## config.mk

```make
export PLATFORM = sky130hd
export DESIGN_NAME = legv8_control_unit_flat
export DESIGN_NICKNAME = d
export VERILOG_FILES = /design/src/rtl/legv8_ctrl_pkg.sv /design/src/rtl/legv8_control_unit_if.sv /design/src/rtl/legv8_decode.sv /design/src/rtl/legv8_control_unit.sv /design/src/flat_wrapper.sv
export SDC_FILE = /design/constraint.sdc
export NUM_CORES = 1
export LEC_CHECK = 0
export BUFFER_PORTS_ARGS = -buffer_cell sky130_fd_sc_hd__buf_2
export CAP_MARGIN = 15
export CORE_ASPECT_RATIO = 1.25
export CORE_MARGIN = 10
export CORE_UTILIZATION = 35
export CTS_BUF_LIST = sky130_fd_sc_hd__clkbuf_8
export CTS_CLUSTER_SIZE = 24
export DETAILED_ROUTE_END_ITERATION = 7
export PLACE_DENSITY = 0.62
export SLEW_MARGIN = 10
export SYNTH_ARGS = -nofsm -noshare
export SYNTH_HDL_FRONTEND = slang
export SYNTH_HIERARCHICAL = 1
export SYNTH_SLANG_ARGS = --single-unit
```

## constraint.sdc

```tcl
create_clock -name clock -period 3.79 [get_ports clock]
set_clock_uncertainty 0.2 [all_clocks]
set_input_delay 0.379 -clock clock [delete_from_list [all_inputs] [get_ports clock]]
set_output_delay 0.379 -clock clock [all_outputs]
set_load 0.05 [all_outputs]
```

## src/rtl/legv8_ctrl_pkg.sv

```systemverilog
// legv8_ctrl_pkg: shared definitions for the LEGv8 control unit.
//   - FSM state enum and instruction class enum
//   - ALU function-select codes, FS = {func[2:0], Binvert, Ainvert}
//   - opcode constants for every decoded instruction
//   - control-word field offsets, the NOP word and a packing helper
// Optional feature macro used by the decoder: LEGV8_SHIFT_EN (LSL/LSR decode).
package legv8_ctrl_pkg;

    typedef enum logic [1:0] {
        S_IDLE   = 2'd0,
        S_EXEC   = 2'd1,
        S_MEM    = 2'd2,
        S_BRANCH = 2'd3
    } state_e;

    typedef enum logic [3:0] {
        CLS_ILLEGAL = 4'd0,
        CLS_R       = 4'd1,
        CLS_I       = 4'd2,
        CLS_LDUR    = 4'd3,
        CLS_STUR    = 4'd4,
        CLS_CBZ     = 4'd5,
        CLS_CBNZ    = 4'd6,
        CLS_B       = 4'd7,
        CLS_SHIFT   = 4'd8
    } iclass_e;

    localparam logic [4:0] FS_AND = 5'b00000;
    localparam logic [4:0] FS_OR  = 5'b00100;
    localparam logic [4:0] FS_ADD = 5'b01000;
    localparam logic [4:0] FS_SUB = 5'b01010;
    localparam logic [4:0] FS_XOR = 5'b01100;
    localparam logic [4:0] FS_LSL = 5'b10000;
    localparam logic [4:0] FS_LSR = 5'b10100;

    // instr[31:21]
    localparam logic [10:0] OP_ADD  = 11'b10001011000;
    localparam logic [10:0] OP_SUB  = 11'b11001011000;
    localparam logic [10:0] OP_AND  = 11'b10001010000;
    localparam logic [10:0] OP_ORR  = 11'b10101010000;
    localparam logic [10:0] OP_EOR  = 11'b11001010000;
    localparam logic [10:0] OP_LDUR = 11'b11111000010;
    localparam logic [10:0] OP_STUR = 11'b11111000000;
    localparam logic [10:0] OP_LSL  = 11'b11010011011;
    localparam logic [10:0] OP_LSR  = 11'b11010011010;
    // instr[31:22]
    localparam logic [9:0]  OP_ADDI = 10'b1001000100;
    localparam logic [9:0]  OP_SUBI = 10'b1101000100;
    localparam logic [9:0]  OP_ANDI = 10'b1001001000;
    localparam logic [9:0]  OP_ORRI = 10'b1011001000;
    localparam logic [9:0]  OP_EORI = 10'b1101001000;
    // instr[31:24]
    localparam logic [7:0]  OP_CBZ  = 8'b10110100;
    localparam logic [7:0]  OP_CBNZ = 8'b10110101;
    // instr[31:26]
    localparam logic [5:0]  OP_B    = 6'b000101;

    localparam int CW_SA_LSB   = 20;
    localparam int CW_SB_LSB   = 15;
    localparam int CW_DA_LSB   = 10;
    localparam int CW_REGWRITE = 9;
    localparam int CW_MEMWRITE = 8;
    localparam int CW_FS_LSB   = 3;
    localparam int CW_BSEL     = 2;
    localparam int CW_EN_MEM   = 1;
    localparam int CW_EN_ALU   = 0;

    localparam logic [24:0] NOP_WORD = 25'b0;

    typedef struct packed {
        iclass_e     cls;
        logic [24:0] exec_cw;    // control word for the EXEC cycle
        logic [24:0] mem_cw;     // control word for the MEM cycle (LDUR only)
        logic [63:0] const_val;  // immediate driven while Bsel=1
        logic [63:0] br_off;     // sign-extended byte offset for branches
    } dec_t;

    function automatic logic [24:0] pack_cw(
        input logic [4:0] sa, input logic [4:0] sb, input logic [4:0] da,
        input logic rw, input logic mw, input logic [4:0] fs,
        input logic bsel, input logic en_mem, input logic en_alu);
        logic [24:0] cw;
        cw = NOP_WORD;
        cw[CW_SA_LSB +: 5] = sa;
        cw[CW_SB_LSB +: 5] = sb;
        cw[CW_DA_LSB +: 5] = da;
        cw[CW_REGWRITE]    = rw;
        cw[CW_MEMWRITE]    = mw;
        cw[CW_FS_LSB +: 5] = fs;
        cw[CW_BSEL]        = bsel;
        cw[CW_EN_MEM]      = en_mem;
        cw[CW_EN_ALU]      = en_alu;
        return cw;
    endfunction

endpackage

```

## src/rtl/legv8_control_unit_if.sv

```systemverilog
// legv8_control_unit_if: instruction handshake and control/branch bus.
//   master: fetch/datapath side (drives instruction, instr_valid, status)
//   slave : control unit (drives ready, ControlWord, constant, pulses)
interface legv8_control_unit_if;
    logic [31:0] instruction;
    logic        instr_valid;
    logic        instr_ready;
    logic [3:0]  status;        // {V,C,N,Z}
    logic [24:0] ControlWord;
    logic [63:0] constant;
    logic        branch_taken;
    logic [63:0] branch_offset;
    logic        instr_done;
    logic        illegal_instr;

    modport master (
        output instruction, instr_valid, status,
        input  instr_ready, ControlWord, constant, branch_taken,
               branch_offset, instr_done, illegal_instr
    );

    modport slave (
        input  instruction, instr_valid, status,
        output instr_ready, ControlWord, constant, branch_taken,
               branch_offset, instr_done, illegal_instr
    );
endinterface

```

## src/rtl/legv8_decode.sv

```systemverilog
// legv8_decode: combinational LEGv8 instruction decoder.
//   instr : 32-bit instruction word
//   dec   : instruction class, EXEC/MEM control words, immediate, branch offset
// LEGV8_SHIFT_EN defined: LSL/LSR decode as shift-immediate ops.
// LEGV8_SHIFT_EN undefined: LSL/LSR fall through to CLS_ILLEGAL.
module legv8_decode
    import legv8_ctrl_pkg::*;
(
    input  logic [31:0] instr,
    output dec_t        dec
);

    logic [10:0] op11;
    logic [9:0]  op10;
    logic [7:0]  op8;
    logic [5:0]  op6;
    logic [4:0]  rd, rn, rm;
    logic [63:0] imm12_z, imm9_s, off19, off26;
    logic [4:0]  fs;

    assign op11 = instr[31:21];
    assign op10 = instr[31:22];
    assign op8  = instr[31:24];
    assign op6  = instr[31:26];
    assign rd   = instr[4:0];    // Rd / Rt
    assign rn   = instr[9:5];
    assign rm   = instr[20:16];

    assign imm12_z = {52'b0, instr[21:10]};
    assign imm9_s  = {{55{instr[20]}}, instr[20:12]};
    assign off19   = {{43{instr[23]}}, instr[23:5], 2'b00};
    assign off26   = {{36{instr[25]}}, instr[25:0], 2'b00};

    always_comb begin
        dec = '0;
        dec.cls = CLS_ILLEGAL;
        fs = FS_AND;
        if (op11 inside {OP_ADD, OP_SUB, OP_AND, OP_ORR, OP_EOR}) begin
            dec.cls = CLS_R;
            case (op11)
                OP_SUB:  fs = FS_SUB;
                OP_AND:  fs = FS_AND;
                OP_ORR:  fs = FS_OR;
                OP_EOR:  fs = FS_XOR;
                default: fs = FS_ADD;
            endcase
            dec.exec_cw = pack_cw(rn, rm, rd, 1'b1, 1'b0, fs, 1'b0, 1'b0, 1'b1);
        end else if (op11 == OP_LDUR) begin
            dec.cls       = CLS_LDUR;
            // EXEC only forms the address; the write-back happens in MEM
            dec.exec_cw   = pack_cw(rn, 5'd0, 5'd0, 1'b0, 1'b0, FS_ADD, 1'b1, 1'b0, 1'b0);
            dec.mem_cw    = pack_cw(rn, 5'd0, rd, 1'b1, 1'b0, FS_ADD, 1'b1, 1'b1, 1'b0);
            dec.const_val = imm9_s;
        end else if (op11 == OP_STUR) begin
            dec.cls       = CLS_STUR;
            dec.exec_cw   = pack_cw(rn, rd, 5'd0, 1'b0, 1'b1, FS_ADD, 1'b1, 1'b0, 1'b0);
            dec.const_val = imm9_s;
`ifdef LEGV8_SHIFT_EN
        end else if (op11 inside {OP_LSL, OP_LSR}) begin
            dec.cls       = CLS_SHIFT;
            fs            = (op11 == OP_LSL) ? FS_LSL : FS_LSR;
            dec.exec_cw   = pack_cw(rn, 5'd0, rd, 1'b1, 1'b0, fs, 1'b1, 1'b0, 1'b1);
            dec.const_val = {58'b0, instr[15:10]};
`endif
        end else if (op10 inside {OP_ADDI, OP_SUBI, OP_ANDI, OP_ORRI, OP_EORI}) begin
            dec.cls = CLS_I;
            case (op10)
                OP_SUBI: fs = FS_SUB;
                OP_ANDI: fs = FS_AND;
                OP_ORRI: fs = FS_OR;
                OP_EORI: fs = FS_XOR;
                default: fs = FS_ADD;
            endcase
            dec.exec_cw   = pack_cw(rn, 5'd0, rd, 1'b1, 1'b0, fs, 1'b1, 1'b0, 1'b1);
            dec.const_val = imm12_z;
        end else if (op8 inside {OP_CBZ, OP_CBNZ}) begin
            dec.cls     = (op8 == OP_CBZ) ? CLS_CBZ : CLS_CBNZ;
            // XZR | Rt drives the Z flag the BRANCH cycle tests
            dec.exec_cw = pack_cw(5'd31, rd, 5'd0, 1'b0, 1'b0, FS_OR, 1'b0, 1'b0, 1'b0);
            dec.br_off  = off19;
        end else if (op6 == OP_B) begin
            dec.cls    = CLS_B;
            dec.br_off = off26;
        end
    end

endmodule

```

## src/rtl/legv8_control_unit.sv

```systemverilog
// legv8_control_unit: multi-cycle LEGv8 control FSM (IDLE/EXEC/MEM/BRANCH).
//   clock : rising-edge clock
//   reset : asynchronous active-low reset, aborts any in-flight instruction
//   bus   : slave side of legv8_control_unit_if (handshake, status flags,
//           ControlWord, constant, branch redirect, done/illegal pulses)
// All outputs except branch_taken in BRANCH come straight from flops; the
// conditional branch decision uses the live Z flag during BRANCH.
// Macro LEGV8_SHIFT_EN (see legv8_decode) enables LSL/LSR.
module legv8_control_unit
    import legv8_ctrl_pkg::*;
(
    input  logic clock,
    input  logic reset,
    legv8_control_unit_if.slave bus
);

    state_e      state_q, state_d;
    logic [31:0] instr_q, instr_d;
    logic [24:0] cw_q, cw_d;
    logic [63:0] const_q, const_d;
    logic [63:0] off_q, off_d;
    logic        b_taken_q, b_taken_d;   // unconditional B pulse
    logic        cbnz_q, cbnz_d;         // inverts the Z test in BRANCH
    logic        done_q, done_d;
    logic        illegal_q, illegal_d;

    logic [31:0] dec_instr;
    dec_t        dec;
    logic [2:0]  unused_flags;

    // In IDLE decode the offered word so EXEC outputs are ready on entry;
    // afterwards the latched copy is the only source.
    assign dec_instr = (state_q == S_IDLE) ? bus.instruction : instr_q;

    legv8_decode u_decode (
        .instr (dec_instr),
        .dec   (dec)
    );

    always_comb begin
        state_d   = state_q;
        instr_d   = instr_q;
        cw_d      = NOP_WORD;
        const_d   = 64'd0;
        off_d     = 64'd0;
        b_taken_d = 1'b0;
        cbnz_d    = 1'b0;
        done_d    = 1'b0;
        illegal_d = 1'b0;
        case (state_q)
            S_IDLE: begin
                if (bus.instr_valid) begin
                    instr_d   = bus.instruction;
                    state_d   = S_EXEC;
                    cw_d      = dec.exec_cw;
                    const_d   = dec.const_val;
                    b_taken_d = (dec.cls == CLS_B);
                    off_d     = (dec.cls == CLS_B) ? dec.br_off : 64'd0;
                    illegal_d = (dec.cls == CLS_ILLEGAL);
                    done_d    = !(dec.cls inside {CLS_LDUR, CLS_CBZ, CLS_CBNZ});
                end
            end
            S_EXEC: begin
                case (dec.cls)
                    CLS_LDUR: begin
                        state_d = S_MEM;
                        cw_d    = dec.mem_cw;
                        const_d = dec.const_val;
                        done_d  = 1'b1;
                    end
                    CLS_CBZ, CLS_CBNZ: begin
                        state_d = S_BRANCH;
                        off_d   = dec.br_off;
                        cbnz_d  = (dec.cls == CLS_CBNZ);
                        done_d  = 1'b1;
                    end
                    default: state_d = S_IDLE;
                endcase
            end
            default: state_d = S_IDLE;   // MEM, BRANCH
        endcase
    end

    always_ff @(posedge clock or negedge reset) begin
        if (!reset) begin
            state_q   <= S_IDLE;
            instr_q   <= 32'd0;
            cw_q      <= NOP_WORD;
            const_q   <= 64'd0;
            off_q     <= 64'd0;
            b_taken_q <= 1'b0;
            cbnz_q    <= 1'b0;
            done_q    <= 1'b0;
            illegal_q <= 1'b0;
        end else begin
            state_q   <= state_d;
            instr_q   <= instr_d;
            cw_q      <= cw_d;
            const_q   <= const_d;
            off_q     <= off_d;
            b_taken_q <= b_taken_d;
            cbnz_q    <= cbnz_d;
            done_q    <= done_d;
            illegal_q <= illegal_d;
        end
    end

    assign bus.instr_ready   = (state_q == S_IDLE);
    assign bus.ControlWord   = cw_q;
    assign bus.constant      = const_q;
    assign bus.branch_offset = off_q;
    assign bus.instr_done    = done_q;
    assign bus.illegal_instr = illegal_q;
    assign bus.branch_taken  = b_taken_q |
                               ((state_q == S_BRANCH) && (bus.status[0] ^ cbnz_q));

    assign unused_flags = bus.status[3:1];

endmodule

```

## src/flat_wrapper.sv

```systemverilog
// flat-port wrapper written by rule: the top's interface ports become plain ports
module legv8_control_unit_flat import legv8_ctrl_pkg::*;
  (clock, reset, bus_instruction, bus_instr_valid, bus_status, bus_instr_ready, bus_ControlWord, bus_constant, bus_branch_taken, bus_branch_offset, bus_instr_done, bus_illegal_instr);
  legv8_control_unit_if bus_i ();
  input  logic clock;
  input  logic reset;
  input wire logic [$bits(bus_i.instruction)-1:0] bus_instruction;
  input wire logic [$bits(bus_i.instr_valid)-1:0] bus_instr_valid;
  input wire logic [$bits(bus_i.status)-1:0] bus_status;
  output wire logic [$bits(bus_i.instr_ready)-1:0] bus_instr_ready;
  output wire logic [$bits(bus_i.ControlWord)-1:0] bus_ControlWord;
  output wire logic [$bits(bus_i.constant)-1:0] bus_constant;
  output wire logic [$bits(bus_i.branch_taken)-1:0] bus_branch_taken;
  output wire logic [$bits(bus_i.branch_offset)-1:0] bus_branch_offset;
  output wire logic [$bits(bus_i.instr_done)-1:0] bus_instr_done;
  output wire logic [$bits(bus_i.illegal_instr)-1:0] bus_illegal_instr;
  assign bus_i.instruction = bus_instruction;
  assign bus_i.instr_valid = bus_instr_valid;
  assign bus_i.status = bus_status;
  assign bus_instr_ready = bus_i.instr_ready;
  assign bus_ControlWord = bus_i.ControlWord;
  assign bus_constant = bus_i.constant;
  assign bus_branch_taken = bus_i.branch_taken;
  assign bus_branch_offset = bus_i.branch_offset;
  assign bus_instr_done = bus_i.instr_done;
  assign bus_illegal_instr = bus_i.illegal_instr;
  legv8_control_unit u_core (.clock(clock), .reset(reset), .bus(bus_i));
endmodule
```

==> impl_metrics.tcl, run 1 <==
set metrics [dict create \
    setup_ws_ps 272 \
    root_buffer "clkbuf_8" \
    synthDistinctLibCells 49 \
    critPathKind "reg -> reg" \
    gp_congestion 0.835 \
    fp-row-count 64 \
    vias 5377 \
    finalPower_mw 3.76 \
    via_per_inst 4.50 \
    swShare_pct 26.5 \
    drive_gt1_share_pct 38.7 \
    antenna_found_initial 0 \
    p_seq_share_pct 56.3 \
    cts_setup_buffers 0 \
    ys_seq_elements 191 \
    whs_path_depth 4 \
    vdd_drop_max_mv 0.198 \
    drtIter0Drc 321 \
    yosys.area_share.simple_pct 10.7 \
    avgSynthCellArea_sq_um 12.1 \
    cts_max_level 4 \
    async_flop_share_pct 100 \
    area_delta_synth_final_pct 16.8 \
    grt_pass1_vias 5748 \
    core_sq_mm 0.0244 \
    dr_wl_met2_mm 10.7 \
    grt_usage_pct 13.6 \
    final_cell_mix "191 x buf_2, 191 x dfrtp_1, 72 x and2_1" \
    leakagePower_nw 5.26 \
    synth_edf_count 0 \
    cts_sinks 191 \
    synth_ff_type "dfrtp_1" \
    dieArea_sq_mm 0.0314 \
    tightestPinTransition_ps 737 \
    drt-met1-wl_mm 8.53 \
    yosys_warnings 6 \
    cp-start-kind "register" \
    topRoutingLayerUsed "met4" \
    final-hold-violation-count 0 \
    first_pass_iters 4 \
    internal-power_mw 2.76 \
    clock_latency_ps 460 \
    synth-compound-area-share_pct 13.3 \
    routed-wl-met3_mm 1.32 \
    drv_cap 0 \
    synthMuxAreaShare_pct 8.33 \
    maxSlewViolCount 0 \
    max_freq_mhz 284 \
    io_pins 196 \
    synth_top_family_by_area "compound AO/OA/AOI/OAI gates" \
    finalSetupViolations 0 \
    routed_wl_mm 21.1 \
    grt_pass1_wl_mm 33.4 \
    cts_buffers 17 \
    routedWlPerCell_um 17.7 \
    rsz0062_at_grt "no" \
    syn_inst 713 \
    slew_headroom_pct 50.9 \
    clk_path_buf_depth 2 \
    ant_nets 0 \
    start_util_pct 35.4 \
    io_buffers 192 \
    fp.dieH_um 196 \
    cts_tree "built" \
    combPwrFrac_pct 11.3 \
    clkTransAtPathRegs_ps 100 \
    outcome "completed" \
    final_core_util_pct 41.3 \
    p_clk_share_pct 32.4 \
    min_period_over_period_pct 92.8 \
    p_per_area_mw_per_mm2 373 \
    synth_fa_ha_area_share_pct 0 \
    switchingPower_mw 0.999 \
    hold_class "in -> reg" \
    pre_cts_slack_ps 238 \
    reg2reg_depth 11 \
    die_w_um 161 \
    fin_cells 1194 \
    synth_seq_area_share_pct 55.3 \
    place_hpwl_mm 15.1 \
    drc_errors 0 \
    synthXorXnorAreaFrac_pct 0.304 \
    required_ps 3960 \
    fin_setup_tns_ps 0 \
    endpoint_kind "register" \
    post-route-min-period_ps 3520 \
    grt_start_max_net_pins 90 \
    critPathArrivalTime_ps 3690 \
    worst-path-max-fanout 41 \
    diodes 0 \
    syn_area_sq_mm 0.00865 \
    gr-total-overflow 0 \
    nets 890 \
    dpl.cell_count 1129 \
]
-- Yosys cell counts, types with 2 or more instances --
cell | n | area share (%)
nor4_1 | 2 | 0.14
clkbuf_1 | 18 | 0.78
buf_4 | 108 | 9.4
and3_1 | 11 | 0.80
a22o_1 | 53 | 5.4
nor2_1 | 8 | 0.35
inv_1 | 6 | 0.26
mux2_2 | 64 | 8.3
nor2b_1 | 3 | 0.22
and3b_1 | 2 | 0.20
dfrtp_1 | 191 | 55
o21ai_0 | 12 | 0.69
a21oi_1 | 4 | 0.23
buf_2 | 19 | 1.1
clkbuf_2 | 7 | 0.41
and2_1 | 73 | 5.3
and4_1 | 2 | 0.20
nand3b_1 | 3 | 0.26
a21boi_0 | 65 | 5.6
nand2_1 | 22 | 0.96
nor3_1 | 3 | 0.17
xor2_1 | 3 | 0.30
a21o_1 | 5 | 0.43
nand3_1 | 2 | 0.12
nand2b_1 | 3 | 0.22
-- sequential cells by signal, summed over array words and instances (netlist names) --
name                      count
u_core/bus.branch_offset     64
u_core/bus.constant          64
u_core/instr_q               32
u_core/bus.ControlWord       25
u_core/state_q                2
u_core/b_taken_q              1
u_core/bus.illegal_instr      1
u_core/bus.instr_done         1
u_core/cbnz_q                 1
-- power by group through the flow --
stage	clock (mW)	sequential (mW)	combinational, mW
5_1_grt	1.38	2.13	0.465
3_5_place_dp	0	2.16	0.403
3_3_place_gp	0	2.15	0.398
2_1_floorplan	0	2.17	0.250
6_report	1.22	2.12	0.426
4_1_cts	1.29	2.12	0.431
-- final timing paths --
| check | start | end | slack (ps) |
|---|---|---|---|
| max reg2reg | u_core/state_q[1] | u_core/bus.branch_offset[42] | 270 |
| min in group asynchronous | reset | u_core/instr_q[16] | 350 |
| min | bus_instr_valid | u_core/b_taken_q | 220 |
| max in group asynchronous | reset | u_core/bus.branch_offset[46] | 2000 |
| min reg2reg | u_core/instr_q[2] | u_core/instr_q[2] | 310 |
| max | u_core/state_q[1] | u_core/bus.branch_offset[42] | 270 |
-- cell type report --
cell class	instances	area, sq um
Multi-Input combinational cell	379	2910
Clock inverter	13	90.1
Fill cell	2359	14300
Timing Repair Buffer	256	1620
Tap cell	330	413
Clock buffer	19	262
Inverter	6	22.5
Sequential cell	191	4780
-- layer usage --
metal	GRT usage [%]	vias to the layer above
li1	-	2584
met1	15.5	2609
met2	22.9	154
met3	4.55	30
met4	5.89	0
met5	0	-
-- through the flow --
step	instance area [sq um]	hold slack, ps
floorplan	8710	-117
global placement	9410	285
detailed placement	9410	292
CTS	10100	185
global route	10100	193
finish	10100	222
-- timing repair --
action / CTS / global route
resized for setup: 0 / 2
endpoints found under the hold margin: 119 / 0
setup endpoints to repair: 0 / 2
hold buffers: 33 / 0
-- worst max-delay path, stage by stage, from the launching register on --
cell and delay, ps:
dfrtp_1 410, nor2_2 160, buf_12 180, mux2_2 420, and3b_1 200, and4_4 190
and2_4 180, or4_4 580, xor2_1 220, nand4b_1 210, buf_6 250, a21boi_0 200
-- logic make-up (layout without fill, tap and decap cells) --
group,Yosys count,in the layout
and+or+nand+nor,149,149
xor gates and xnor gates,3,3
muxes,64,64
AOI/OAI and AO/OA,146,146
buffers and inverters,159,294
other,1,17
DFF,191,191
Power figures use the tool's default switching activity.
==> run 2, diff against run 1 <==
--- a/config.mk
+++ b/config.mk
@@ -6,14 +6,16 @@
 export NUM_CORES = 1
 export LEC_CHECK = 0
 export BUFFER_PORTS_ARGS = -buffer_cell sky130_fd_sc_hd__buf_2
-export CAP_MARGIN = 15
+export CAP_MARGIN = 20
+export CELL_PAD_IN_SITES_DETAIL_PLACEMENT = 1
+export CELL_PAD_IN_SITES_GLOBAL_PLACEMENT = 1
 export CORE_ASPECT_RATIO = 1.25
 export CORE_MARGIN = 10
 export CORE_UTILIZATION = 35
 export CTS_BUF_LIST = sky130_fd_sc_hd__clkbuf_8
 export CTS_CLUSTER_SIZE = 24
 export DETAILED_ROUTE_END_ITERATION = 7
-export PLACE_DENSITY = 0.62
+export PLACE_DENSITY = 0.74
 export SLEW_MARGIN = 10
 export SYNTH_ARGS = -nofsm -noshare
 export SYNTH_HDL_FRONTEND = slang
==> run 2 against run 1 <==
  * Maximum frequency shrank 3.1%
  * Worst hold slack got worse by 100 ps
  * Global-route usage increased by 0.95 points
==> impl_metrics.tcl, run 2 (same netlist as run 1, synthesis figures left out) <==
set metrics [dict create \
    cts_tree "built" \
    grt_start_max_net_pins 104 \
    r2r-end "u_core/bus.branch_offset[55]" \
    cp-start-kind "register" \
    cts_buffers 17 \
    cts_sinks 191 \
    reg2reg_depth 12 \
    io_buffers 192 \
    cts_max_level 4 \
    clkTransAtPathRegs_ps 110 \
    place_hpwl_mm 16.5 \
    first_pass_iters 4 \
    critPathArrivalTime_ps 3800 \
    min_period_over_period_pct 95.8 \
    dpl_cell_area_sq_mm 0.00941 \
    gr-total-overflow 0 \
    antenna_found_initial 0 \
    fp.dieH_um 196 \
    drive_gt1_share_pct 39.1 \
    drv_cap 0 \
    p_per_area_mw_per_mm2 391 \
    core_sq_mm 0.0244 \
    layout_commonest_cell "buf_2" \
    worst-path-max-fanout 19 \
    post-route-min-period_ps 3630 \
    area_delta_synth_final_pct 17.9 \
    grt_usage_pct 14.6 \
    whs_ps 117 \
    worstSetupEndpoint "u_core/bus.branch_offset[55]" \
    fp-row-count 64 \
    drtIter0Drc 192 \
    setup_ws_ps 159 \
    grt_pass1_wl_mm 35.7 \
    final_core_util_pct 41.7 \
    clock_latency_ps 480 \
    routedWlPerCell_um 19.4 \
    die_w_um 161 \
    swShare_pct 26.1 \
    reg2reg_slack_ps 160 \
    grt_pass1_vias 6002 \
    vdd_drop_max_mv 0.216 \
    routed_wl_mm 23.3 \
    p_clk_share_pct 35.8 \
    required_ps 3960 \
    start_util_pct 35.4 \
    outcome "completed" \
    root_buffer "clkbuf_8" \
    leakagePower_nw 5.30 \
    io_pins 196 \
    hold_class "in -> reg" \
    tightestPinTransition_ps 901 \
    dieArea_sq_mm 0.0314 \
    max_freq_mhz 275 \
    endpoint_kind "register" \
    critPathKind "reg -> reg" \
    via_per_inst 4.69 \
    r2r-start "u_core/state_q[0]" \
    final_cell_mix "191 x buf_2, 190 x dfrtp_1, 72 x and2_1" \
    diodes 0 \
    ant_nets 0 \
    internal-power_mw 2.94 \
    p_seq_share_pct 53.2 \
    clk_path_buf_depth 2 \
    gp_congestion 0.795 \
    pre_cts_slack_ps 112 \
    combPwrFrac_pct 11.0 \
    drc_errors 0 \
    vias 5624 \
    nets 895 \
    finalSetupViolations 0 \
    slew_headroom_pct 39.9 \
    cp-startpoint "u_core/state_q[0]" \
    fin_area_sq_mm 0.0102 \
    maxSlewViolCount 0 \
    final-hold-violation-count 0 \
    switchingPower_mw 1.04 \
]
==> run 2: cell count changes in the layout (fill, tap and decap cells not counted), sizes merged, moves of 2 or more <==
cell,before,now
buf,222,226
clkinv,5,1
bufinv,0,3
clkbuf,20,18
clkinvlp,2,4
==> run 2: metrics by stage <==
step           setup TNS [ps]  cells  power, mW
2_1_floorplan               0    729       2.42
3_3_place_gp                0   1133       2.56
3_5_place_dp                0   1133       2.57
4_1_cts                     0   1198       4.04
5_1_grt                 -14.0   1199       4.16
6_report                    0   1199       3.98
==> run 2: how the worst min path moves through the flow <==
stage	from	to	cells after the start
2_1_floorplan	reset	u_core/b_taken_q	0
3_3_place_gp	u_core/instr_q[4]	u_core/instr_q[4]	1
3_5_place_dp	u_core/instr_q[23]	u_core/instr_q[23]	1
4_1_cts	bus_instr_valid	u_core/state_q[0]	3
5_1_grt	bus_instr_valid	u_core/state_q[0]	3
6_report	bus_instr_valid	u_core/state_q[0]	3
==> run 2: per-layer routing <==
metal  GRT usage [%]  share of wire [%]  routed length (um)
met1            16.5                 40                9380
met2            25.7                 52               12200
met3            3.79                5.2                1220
met4            5.52                2.1                 495
met5               0                  0                   0
==> run 2: power by group through the flow <==
| stage | Clock [mW] | Combinational (mW) | Sequential [mW] |
|---|---|---|---|
| after floorplan | 0 | 0.250 | 2.17 |
| after global placement | 0 | 0.403 | 2.15 |
| after detailed placement | 0 | 0.411 | 2.16 |
| after CTS | 1.48 | 0.440 | 2.12 |
| after global routing | 1.56 | 0.477 | 2.13 |
| final | 1.43 | 0.438 | 2.12 |
==> run 2: worst max-delay path, cell delays in order, from the launching register on <==
cell	delay [ps]
dfrtp_2	470
nor2_2	150
buf_12	180
mux2_2	380
and3b_1	190
and4_4	190
and2_4	160
or4_4	580
xor2_1	220
nand4b_1	210
buf_4	220
buf_4	160
a21boi_0	180
==> run 2: layout make-up <==
| cell class | count | area (sq um) |
|---|---|---|
| Tap cell | 330 | 413 |
| Sequential cell | 191 | 4780 |
| Timing Repair Buffer | 260 | 1640 |
| Multi-Input combinational cell | 380 | 2920 |
| Clock inverter | 15 | 184 |
| Fill cell | 2678 | 14200 |
| Clock buffer | 17 | 234 |
| Inverter | 6 | 22.5 |
==> run 2: repair_timing <==
item / 4_1_cts / 5_1_grt
hold buffers: 33 / 0
hold endpoints to repair: 132 / 0
gates resized for setup: 0 / 9
setup endpoints to repair: 0 / 65
buffers inserted: 0 / 0
